==> src/rtl/apb_bridge_pkg29.sv <==
// Shared types and helpers for the APB requester bridge and its address decoder.
package apb_bridge_pkg29;

    typedef enum logic [1:0] {IDLE, SETUP, ACCESS, RESP} state_t;

    // Response status flags; read data is kept beside them at the bridge's own width.
    typedef struct packed {
        logic slverr;
        logic timeout;
    } rsp_t;

    function automatic int selw(input int n);
        return (n <= 1) ? 1 : $clog2(n);
    endfunction

endpackage

==> src/rtl/apb_slave_decode29.sv <==
// Slave-index field -> one-hot psel pattern; an index with no slave behind it flags a decode error.
module apb_slave_decode29 #(
    parameter int NUM_SLAVES29 = 4,
    parameter int SELW         = 2
) (
    input  logic [SELW-1:0]         addr_field,
    output logic [NUM_SLAVES29-1:0] sel,
    output logic                    decode_err
);

    always_comb begin
        sel = '0;
        for (int i = 0; i < NUM_SLAVES29; i++) begin
            sel[i] = (addr_field == SELW'(i));
        end
    end

    assign decode_err = ~|sel;

endmodule

==> src/rtl/apb_master_bridge29.sv <==
// APB requester: one valid/ready request at a time is turned into a SETUP/ACCESS bus cycle,
// with a registered valid/ready response and an optional wait-state timeout.
module apb_master_bridge29
    import apb_bridge_pkg29::*;
#(
    parameter int PADDR_WIDTH29  = 32,
    parameter int PWDATA_WIDTH29 = 32,
    parameter int PRDATA_WIDTH29 = 32,
    parameter int NUM_SLAVES29   = 4,
    parameter int SEL_LSB29      = 12,
    parameter int TIMEOUT29      = 256
) (
    input  logic                                   pclock29,
    input  logic                                   preset29,
    input  logic                                   req_valid29,
    output logic                                   req_ready29,
    input  logic [PADDR_WIDTH29-1:0]               req_addr29,
    input  logic                                   req_write29,
    input  logic [PWDATA_WIDTH29-1:0]              req_wdata29,
    output logic                                   rsp_valid29,
    input  logic                                   rsp_ready29,
    output logic [PRDATA_WIDTH29-1:0]              rsp_rdata29,
    output logic                                   rsp_slverr29,
    output logic                                   rsp_timeout29,
    output logic [PADDR_WIDTH29-1:0]               paddr29,
    output logic                                   prwd29,
    output logic [PWDATA_WIDTH29-1:0]              pwdata29,
    output logic [NUM_SLAVES29-1:0]                psel29,
    output logic                                   penable29,
    input  logic [NUM_SLAVES29*PRDATA_WIDTH29-1:0] prdata29,
    input  logic [NUM_SLAVES29-1:0]                pready29,
    input  logic [NUM_SLAVES29-1:0]                pslverr29
);

    localparam int SELW = selw(NUM_SLAVES29);
    localparam int CNTW = (TIMEOUT29 < 2) ? 1 : $clog2(TIMEOUT29 + 1);
    localparam logic [CNTW-1:0] TMO = CNTW'(TIMEOUT29);

    state_t                      state, state_nxt;
    logic [CNTW-1:0]             cnt, cnt_nxt, cnt_inc;
    logic [NUM_SLAVES29-1:0]     psel_q, psel_nxt, dec_sel;
    logic                        penable_q, penable_nxt;
    logic [PADDR_WIDTH29-1:0]    paddr_q, paddr_nxt;
    logic                        prwd_q, prwd_nxt;
    logic [PWDATA_WIDTH29-1:0]   pwdata_q, pwdata_nxt;
    logic                        rsp_valid_q, rsp_valid_nxt;
    logic [PRDATA_WIDTH29-1:0]   rdata_q, rdata_nxt, sel_rdata;
    rsp_t                        flags_q, flags_nxt;
    logic                        dec_err, sel_ready, sel_err;

    apb_slave_decode29 #(
        .NUM_SLAVES29 (NUM_SLAVES29),
        .SELW         (SELW)
    ) u_decode (
        .addr_field (req_addr29[SEL_LSB29 +: SELW]),
        .sel        (dec_sel),
        .decode_err (dec_err)
    );

    // The registered one-hot psel doubles as the mux select, so unselected slaves never leak in.
    always_comb begin
        sel_rdata = '0;
        for (int i = 0; i < NUM_SLAVES29; i++) begin
            if (psel_q[i]) sel_rdata = sel_rdata | prdata29[i*PRDATA_WIDTH29 +: PRDATA_WIDTH29];
        end
    end

    assign sel_ready   = |(pready29 & psel_q);
    assign sel_err     = |(pslverr29 & psel_q);
    assign req_ready29 = (state == IDLE) && !preset29;

    always_comb begin
        state_nxt     = state;
        cnt_nxt       = cnt;
        cnt_inc       = cnt + 1'b1;
        psel_nxt      = psel_q;
        penable_nxt   = penable_q;
        paddr_nxt     = paddr_q;
        prwd_nxt      = prwd_q;
        pwdata_nxt    = pwdata_q;
        rsp_valid_nxt = rsp_valid_q;
        rdata_nxt     = rdata_q;
        flags_nxt     = flags_q;
        case (state)
            IDLE: begin
                if (req_valid29 && req_ready29) begin
                    if (dec_err) begin
                        state_nxt     = RESP;
                        rsp_valid_nxt = 1'b1;
                        rdata_nxt     = '0;
                        flags_nxt     = '{slverr: 1'b1, timeout: 1'b0};
                    end else begin
                        state_nxt   = SETUP;
                        psel_nxt    = dec_sel;
                        penable_nxt = 1'b0;
                        paddr_nxt   = req_addr29;
                        prwd_nxt    = req_write29;
                        pwdata_nxt  = req_wdata29;
                    end
                end
            end
            SETUP: begin
                state_nxt   = ACCESS;
                penable_nxt = 1'b1;
                cnt_nxt     = '0;
            end
            ACCESS: begin
                if (sel_ready) begin
                    state_nxt     = RESP;
                    psel_nxt      = '0;
                    penable_nxt   = 1'b0;
                    rsp_valid_nxt = 1'b1;
                    rdata_nxt     = prwd_q ? '0 : sel_rdata;
                    flags_nxt     = '{slverr: sel_err, timeout: 1'b0};
                end else begin
                    cnt_nxt = cnt_inc;
                    if (TIMEOUT29 != 0 && cnt_inc == TMO) begin
                        state_nxt     = RESP;
                        psel_nxt      = '0;
                        penable_nxt   = 1'b0;
                        rsp_valid_nxt = 1'b1;
                        rdata_nxt     = '0;
                        flags_nxt     = '{slverr: 1'b1, timeout: 1'b1};
                    end
                end
            end
            RESP: begin
                if (rsp_ready29) begin
                    state_nxt     = IDLE;
                    rsp_valid_nxt = 1'b0;
                end
            end
            default: state_nxt = IDLE;
        endcase
    end

    always_ff @(posedge pclock29) begin
        if (preset29) begin
            state       <= IDLE;
            cnt         <= '0;
            psel_q      <= '0;
            penable_q   <= 1'b0;
            paddr_q     <= '0;
            prwd_q      <= 1'b0;
            pwdata_q    <= '0;
            rsp_valid_q <= 1'b0;
            rdata_q     <= '0;
            flags_q     <= '0;
        end else begin
            state       <= state_nxt;
            cnt         <= cnt_nxt;
            psel_q      <= psel_nxt;
            penable_q   <= penable_nxt;
            paddr_q     <= paddr_nxt;
            prwd_q      <= prwd_nxt;
            pwdata_q    <= pwdata_nxt;
            rsp_valid_q <= rsp_valid_nxt;
            rdata_q     <= rdata_nxt;
            flags_q     <= flags_nxt;
        end
    end

    assign psel29        = psel_q;
    assign penable29     = penable_q;
    assign paddr29       = paddr_q;
    assign prwd29        = prwd_q;
    assign pwdata29      = pwdata_q;
    assign rsp_valid29   = rsp_valid_q;
    assign rsp_rdata29   = rdata_q;
    assign rsp_slverr29  = flags_q.slverr;
    assign rsp_timeout29 = flags_q.timeout;

endmodule

==> config.mk <==
export PLATFORM = sky130hd
export DESIGN_NAME = apb_master_bridge29
export DESIGN_NICKNAME = d
export VERILOG_FILES = /design/src/rtl/apb_bridge_pkg29.sv /design/src/rtl/apb_slave_decode29.sv /design/src/rtl/apb_master_bridge29.sv
export SDC_FILE = /design/constraint.sdc
export NUM_CORES = 1
export LEC_CHECK = 0
export ABC_AREA = 1
export CAP_MARGIN = 15
export CORE_UTILIZATION = 39
export DETAILED_ROUTE_END_ITERATION = 12
export HOLD_SLACK_MARGIN = 0.12
export PLACE_DENSITY = 0.81
export SLEW_MARGIN = 20
export SYNTH_ARGS = -nofsm -noshare
export SYNTH_HDL_FRONTEND = slang
export SYNTH_SLANG_ARGS = --single-unit
==> constraint.sdc <==
create_clock -name pclock29 -period 2.6 [get_ports pclock29]
set_clock_uncertainty 0.15 [all_clocks]
set_input_delay 0.65 -clock pclock29 [delete_from_list [all_inputs] [get_ports pclock29]]
set_output_delay 0.65 -clock pclock29 [all_outputs]
set_load 0.03 [all_outputs]
==> results of run 1 <==
-- cell usage after synthesis, drive strengths merged --
cell type,count
a22o,2
a21oi,16
o21ai,6
ha,9
nor2,50
a211o,1
dfxtp,116
nand3,77
or2,1
nand4,37
xor2,1
inv,56
buf,16
nand2,441
o21bai,1
nor3,7
clkbuf,36
-- metal layers --
metal / part of all wire / routed length (µm)
met5: 0 / 0
met4: 0.031 / 578
met1: 0.39 / 7450
met3: 0.098 / 1860
met2: 0.48 / 9040
-- how the worst max path moves through the flow --
stage          cells after the start  slack, ns        start               to
6_report                           1       0.21       prwd29           prwd29
2_1_floorplan                     12       0.20     state[0]  rsp_rdata29[10]
3_3_place_gp                       8      -0.12  pready29[3]  rsp_rdata29[22]
4_1_cts                            5       0.05     state[1]      req_ready29
5_1_grt                           14       0.03       cnt[0]  rsp_rdata29[16]
3_5_place_dp                       8      -0.17  pready29[3]   rsp_rdata29[7]
-- through the flow --
stage	instance area (µm²)	hold slack (ns)	worst slack, ns	utilization	TNS, ns
3_3_place_gp	8850	0.301	-0.124	0.638	-3.46
2_1_floorplan	5560	0.304	0.196	-	0
5_1_grt	9420	0.333	0.0317	0.679	0
4_1_cts	9400	0.314	0.0529	0.677	0
3_5_place_dp	8850	0.307	-0.171	0.638	-4.48
6_report	9420	0.310	0.214	0.679	0
-- sequential cells by signal (all words and copies together), names as in the netlist --
register and count:
paddr29 32, pwdata29 32, rsp_rdata29 32, cnt 9
psel29 4, state 2, penable29 1, prwd29 1
rsp_slverr29 1, rsp_timeout29 1, rsp_valid29 1
-- layout make-up --
cell class                 count  area (µm²)
fill                        1164        4460
timing repair buffer         329        3280
multi-input combinational    649        2820
sequential                   116        2320
clock buffer                  20         437
tap                          180         225
inverter                      56         223
clock inverter                11         113
-- power by group --
part           internal [mW]  leakage (nW)  total [mW]  switching (mW)
logic                   1.44          2.77        3.60            2.16
clock network           1.39         0.265        2.20           0.810
registers               2.15         0.948        2.35           0.200
-- layout by cell type, fill, tap and decap left out, types with 2 or more instances in the layout --
cell type,n
a21oi_1,15
a22o_1,2
buf_12,4
buf_4,18
bufinv_16,2
clkbuf_1,3
clkbuf_16,17
clkdlybuf4s50_1,304
clkinv_2,6
clkinvlp_4,3
dfxtp_1,116
ha_1,9
inv_1,52
inv_2,3
nand2_1,438
nand2_2,2
nand3_1,75
nand4_1,37
nor2_1,47
nor2_2,3
nor3_1,6
o21ai_0,5
-- kinds of logic (layout without fill, tap and decap cells) --
group	after synthesis	after routing	share of synthesized area
adder cells (fa/ha/maj)	9	9	0.0203
AO/OA/AOI/OAI	26	26	0.0266
buffers and inverters	108	416	0.0770
XOR/XNOR	1	1	0.00158
AND/OR/NAND/NOR	613	613	0.457
flip-flops	116	116	0.418
-- timing repair --
action | 4_1_cts | 5_1_grt
setup endpoints to repair | 1 | 35
hold endpoints to repair | 0 | 0
gates resized for setup | 1 | 5
==> impl_metrics.tcl, run 1 <==
set metrics [dict create \
    status "finished, final reports clean" \
    dieArea_um2 14700 \
    finalCritPeriodShare 0.918 \
    num_vias 6453 \
    power.total_mw 8.15 \
    whs_endpoint "paddr29[21]" \
    min_path_type "reg -> reg" \
    io_buffers 310 \
    drtIter0Drc 335 \
    synthesis.nets 1087 \
    max_freq_ghz 0.419 \
    yosysSeqAreaShare 0.418 \
    cp_max_fo 3 \
    cts-root-buf "clkbuf_16" \
    max_stage_delay_ns 0.74 \
    min_from "paddr29[21]" \
    nets 1383 \
    crit_chain "clkdlybuf4s50_1" \
    crit_arrival_ns 1.59 \
    irDropWorstVdd_uv 516 \
    gr-usage-met1 0.279 \
    routedWlPerCell_um 13.9 \
    hold_viol_final 0 \
    synthDistinctLibCells 30 \
    hold_depth 2 \
    critPathRequiredTime_ns 1.80 \
    cts_tree "built" \
    grt_pass1_vias 5970 \
    grt_max_degree 69 \
    synth_top_area_frac 0.418 \
    yosysWarnings 0 \
    ioPinCount 311 \
    postCtsSetupBuffers 0 \
    syn_area_per_cell_um2 6.37 \
    worstReg2RegEnd "rsp_rdata29[18]" \
    start_util 0.401 \
    finalSetupViolCount 0 \
    min_period_ns 2.39 \
    rsz0062_at_grt "no" \
    track_usage 0.252 \
    startpoint_type "register" \
    grt_overflow 0 \
    drc_errors 0 \
    ys_seq_elements 116 \
    reg2reg_from "cnt[0]" \
    clock_latency_ns 0.42 \
    critPathTopFamily "buffers and inverters" \
    post_route_cells_drive_above_1_share 0.0576 \
    crit_type "reg -> out" \
    maxSlewViolCount 0 \
    syn2layout_area_growth_pct 69.4 \
    antenna_found_initial 0 \
    use_met3 0.0898 \
    num_rows 43 \
    totalWireLength_um 18900 \
    die_w_um 121 \
    met2_usage 0.426 \
    reg2reg_depth 14 \
    die_h_um 121 \
    dp_cells 1329 \
    grt_most_used_layer "met2" \
    finalNonFillerCells 1361 \
    ant_nets 0 \
    syn_inst 873 \
    cts_hold_buf 0 \
    p_per_area_nw_per_um2 865 \
    worstMarginPinSlew_ns 0.520 \
    yosysTopAreaCell "dfxtp_1" \
    drt-vias-per-instance 4.74 \
    r2r_slack_ns 0.26 \
    hpwl_um 13700 \
    drtPass1Iterations 4 \
    antenna_cells 0 \
    core_um2 13900 \
    p_leak_nw 3.99 \
    crit_path_end_kind "output port" \
    yosys-top-cells-area "dfxtp_1 (42%), nand2_1 (30%), nand3_1 (6.8%)" \
    grt_first_pass_wirelength_um 29000 \
    clock_path_buffers 2 \
    worstPathBufferInverterCount 1 \
    crit_slowest_cell "clkdlybuf4s50_1" \
    max_cap_violations 0 \
    slew_headroom 0.653 \
    netlist_area_um2 5560 \
    numCtsBuffers 17 \
    clk_pin_slew_worst_paths_ns 0.05 \
    clock-sinks 116 \
    h-tree-depth 4 \
    gp_congestion 0.864 \
]
Note: power is estimated with default switching activity, not from simulation.
==> run 2, diff against run 1 <==
--- a/config.mk
+++ b/config.mk
@@ -9,7 +9,6 @@
 export CAP_MARGIN = 15
 export CORE_UTILIZATION = 39
 export DETAILED_ROUTE_END_ITERATION = 12
-export HOLD_SLACK_MARGIN = 0.12
 export PLACE_DENSITY = 0.81
 export SLEW_MARGIN = 20
 export SYNTH_ARGS = -nofsm -noshare
==> constraint.sdc (replaced) <==
create_clock -name pclock29 -period 2.4 [get_ports pclock29]
set_clock_uncertainty 0.15 [all_clocks]
set_input_delay 0.6 -clock pclock29 [delete_from_list [all_inputs] [get_ports pclock29]]
set_output_delay 0.6 -clock pclock29 [all_outputs]
set_load 0.03 [all_outputs]
==> impl_metrics.tcl, run 2 (synthesis results as in run 1) <==
set metrics [dict create \
    io_buffers 310 \
    irDropWorstVdd_uv 652 \
    clock_latency_ns 0.42 \
    fill_cells 1190 \
    startpoint_type "register" \
    antenna_found_initial 0 \
    min_path_type "reg -> reg" \
    crit_path_end_kind "output port" \
    clk_pin_slew_worst_paths_ns 0.06 \
    drc_errors 0 \
    multiInputGateArea_um2 2820 \
    ioPinCount 311 \
    gp_congestion 0.790 \
    antenna_cells 0 \
    seq_area_um2 2320 \
    grt_overflow 0 \
    crit_arrival_ns 1.57 \
    max_stage_delay_ns 0.73 \
    crit_slowest_cell "clkdlybuf4s50_1" \
    rsz0062_at_grt "no" \
    worstMarginPinSlew_ns 0.511 \
    start_util 0.401 \
    cts_hold_buf 0 \
    maxSlewViolCount 0 \
    cts-root-buf "clkbuf_16" \
    drtIter0Drc 356 \
    worstPathBufferInverterCount 1 \
    nets 1379 \
    drtPass1Iterations 4 \
    clock-sinks 116 \
    cts_tree "built" \
    post_route_cells_drive_above_1_share 0.0611 \
    cp_max_fo 3 \
    grt_most_used_layer "met2" \
    hpwl_um 14300 \
    hold_ws_ns 0.312 \
    crit_cells 1 \
    die_w_um 121 \
    dieArea_um2 14700 \
    critPathLaunch "prwd29" \
    track_usage 0.261 \
    worstReg2RegEnd "rsp_rdata29[2]" \
    p_per_area_nw_per_um2 935 \
    core_um2 13900 \
    final_cell_mix "nand2_1 (438), clkdlybuf4s50_1 (304), dfxtp_1 (114)" \
    hold_viol_final 0 \
    syn2layout_area_growth_pct 69.5 \
    finalNonFillerCells 1358 \
    critPathTopFamily "buffers and inverters" \
    p_leak_nw 3.96 \
    num_vias 6490 \
    totalWireLength_um 19400 \
    ant_nets 0 \
    fin_tns_setup_ns 0 \
    met2_usage 0.458 \
    reg2reg_from "cnt[0]" \
    gr-usage-met1 0.277 \
    final_util 0.679 \
    slew_headroom 0.660 \
    postCtsSetupBuffers 0 \
    grt_pass1_vias 6027 \
    layout_commonest_cell "nand2_1" \
    grt_first_pass_wirelength_um 29900 \
    drt-vias-per-instance 4.78 \
    min_period_ns 2.32 \
    finalSetupViolCount 0 \
    finalCritPeriodShare 0.965 \
    num_rows 43 \
    h-tree-depth 4 \
    cp-endpoint "prwd29" \
    dp_cells 1326 \
    numCtsBuffers 17 \
    crit_chain "clkdlybuf4s50_1" \
    r2r_slack_ns 0.27 \
    max_cap_violations 0 \
    grt_max_degree 68 \
    crit_type "reg -> out" \
    status "finished, final reports clean" \
    critPathRequiredTime_ns 1.65 \
    clock_path_buffers 2 \
    use_met3 0.107 \
    die_h_um 121 \
    routedWlPerCell_um 14.3 \
    cts-resized-gates 0 \
    reg2reg_depth 14 \
    max_freq_ghz 0.432 \
]
run 2: cell count changes in the layout (fill, tap and decap cells not counted), moves of 3 or more:
cell	delta
clkbuf_1	-3
clkinv_2	-4
buf_4	-3
clkinvlp_4	+3
clkinv_4	+3
run 2: routing by layer:
metal,part of all wire,wire [µm]
met1,0.38,7450
met2,0.49,9490
met3,0.10,1950
met4,0.025,478
met5,0,0
run 2: report_power, final:
part / switching (mW) / leakage, nW / internal, mW
registers: 0.238 / 0.949 / 2.33
logic: 2.31 / 2.75 / 1.54
clock network: 0.943 / 0.261 / 1.45
total: 3.49 / 3.96 / 5.32
run 2: worst min path at each step:
stage | start | to | cells past startpoint
6_report | paddr29[19] | paddr29[19] | 2
5_1_grt | pwdata29[4] | pwdata29[4] | 2
4_1_cts | paddr29[8] | paddr29[8] | 2
3_5_place_dp | pwdata29[10] | pwdata29[10] | 2
3_3_place_gp | paddr29[2] | paddr29[2] | 2
2_1_floorplan | cnt[3] | cnt[3] | 2
run 2: layout make-up:
cell class                      instances  area share
Clock buffer                           18      0.0466
Clock inverter                         14      0.0137
Inverter                               56      0.0236
Multi-Input combinational cell        649       0.300
Sequential cell                       116       0.247
Tap cell                              180      0.0239
Timing Repair Buffer                  325       0.346
run 2: metrics by stage:
step	setup slack, ns	power [mW]	instance area [µm²]
3_3_place_gp	0.0525	6.38	8840
6_report	0.0848	8.81	9430
4_1_cts	0.0259	8.87	9410
5_1_grt	0.0300	9.35	9430
2_1_floorplan	0.198	4.81	5560
3_5_place_dp	0.00368	6.44	8840
run 2: worst register-to-register path, stage by stage (launching register included):
cell	delay (ns)
dfxtp_2	0.38
ha_2	0.21
nand2_2	0.08
nor2_1	0.14
nand2_1	0.07
nand2_1	0.06
nand2_1	0.06
nor2_1	0.14
nand3_2	0.12
nand2_4	0.11
nand3_4	0.13
clkinv_8	0.15
nand2_1	0.10
nand2_1	0.06
nor2_1	0.04
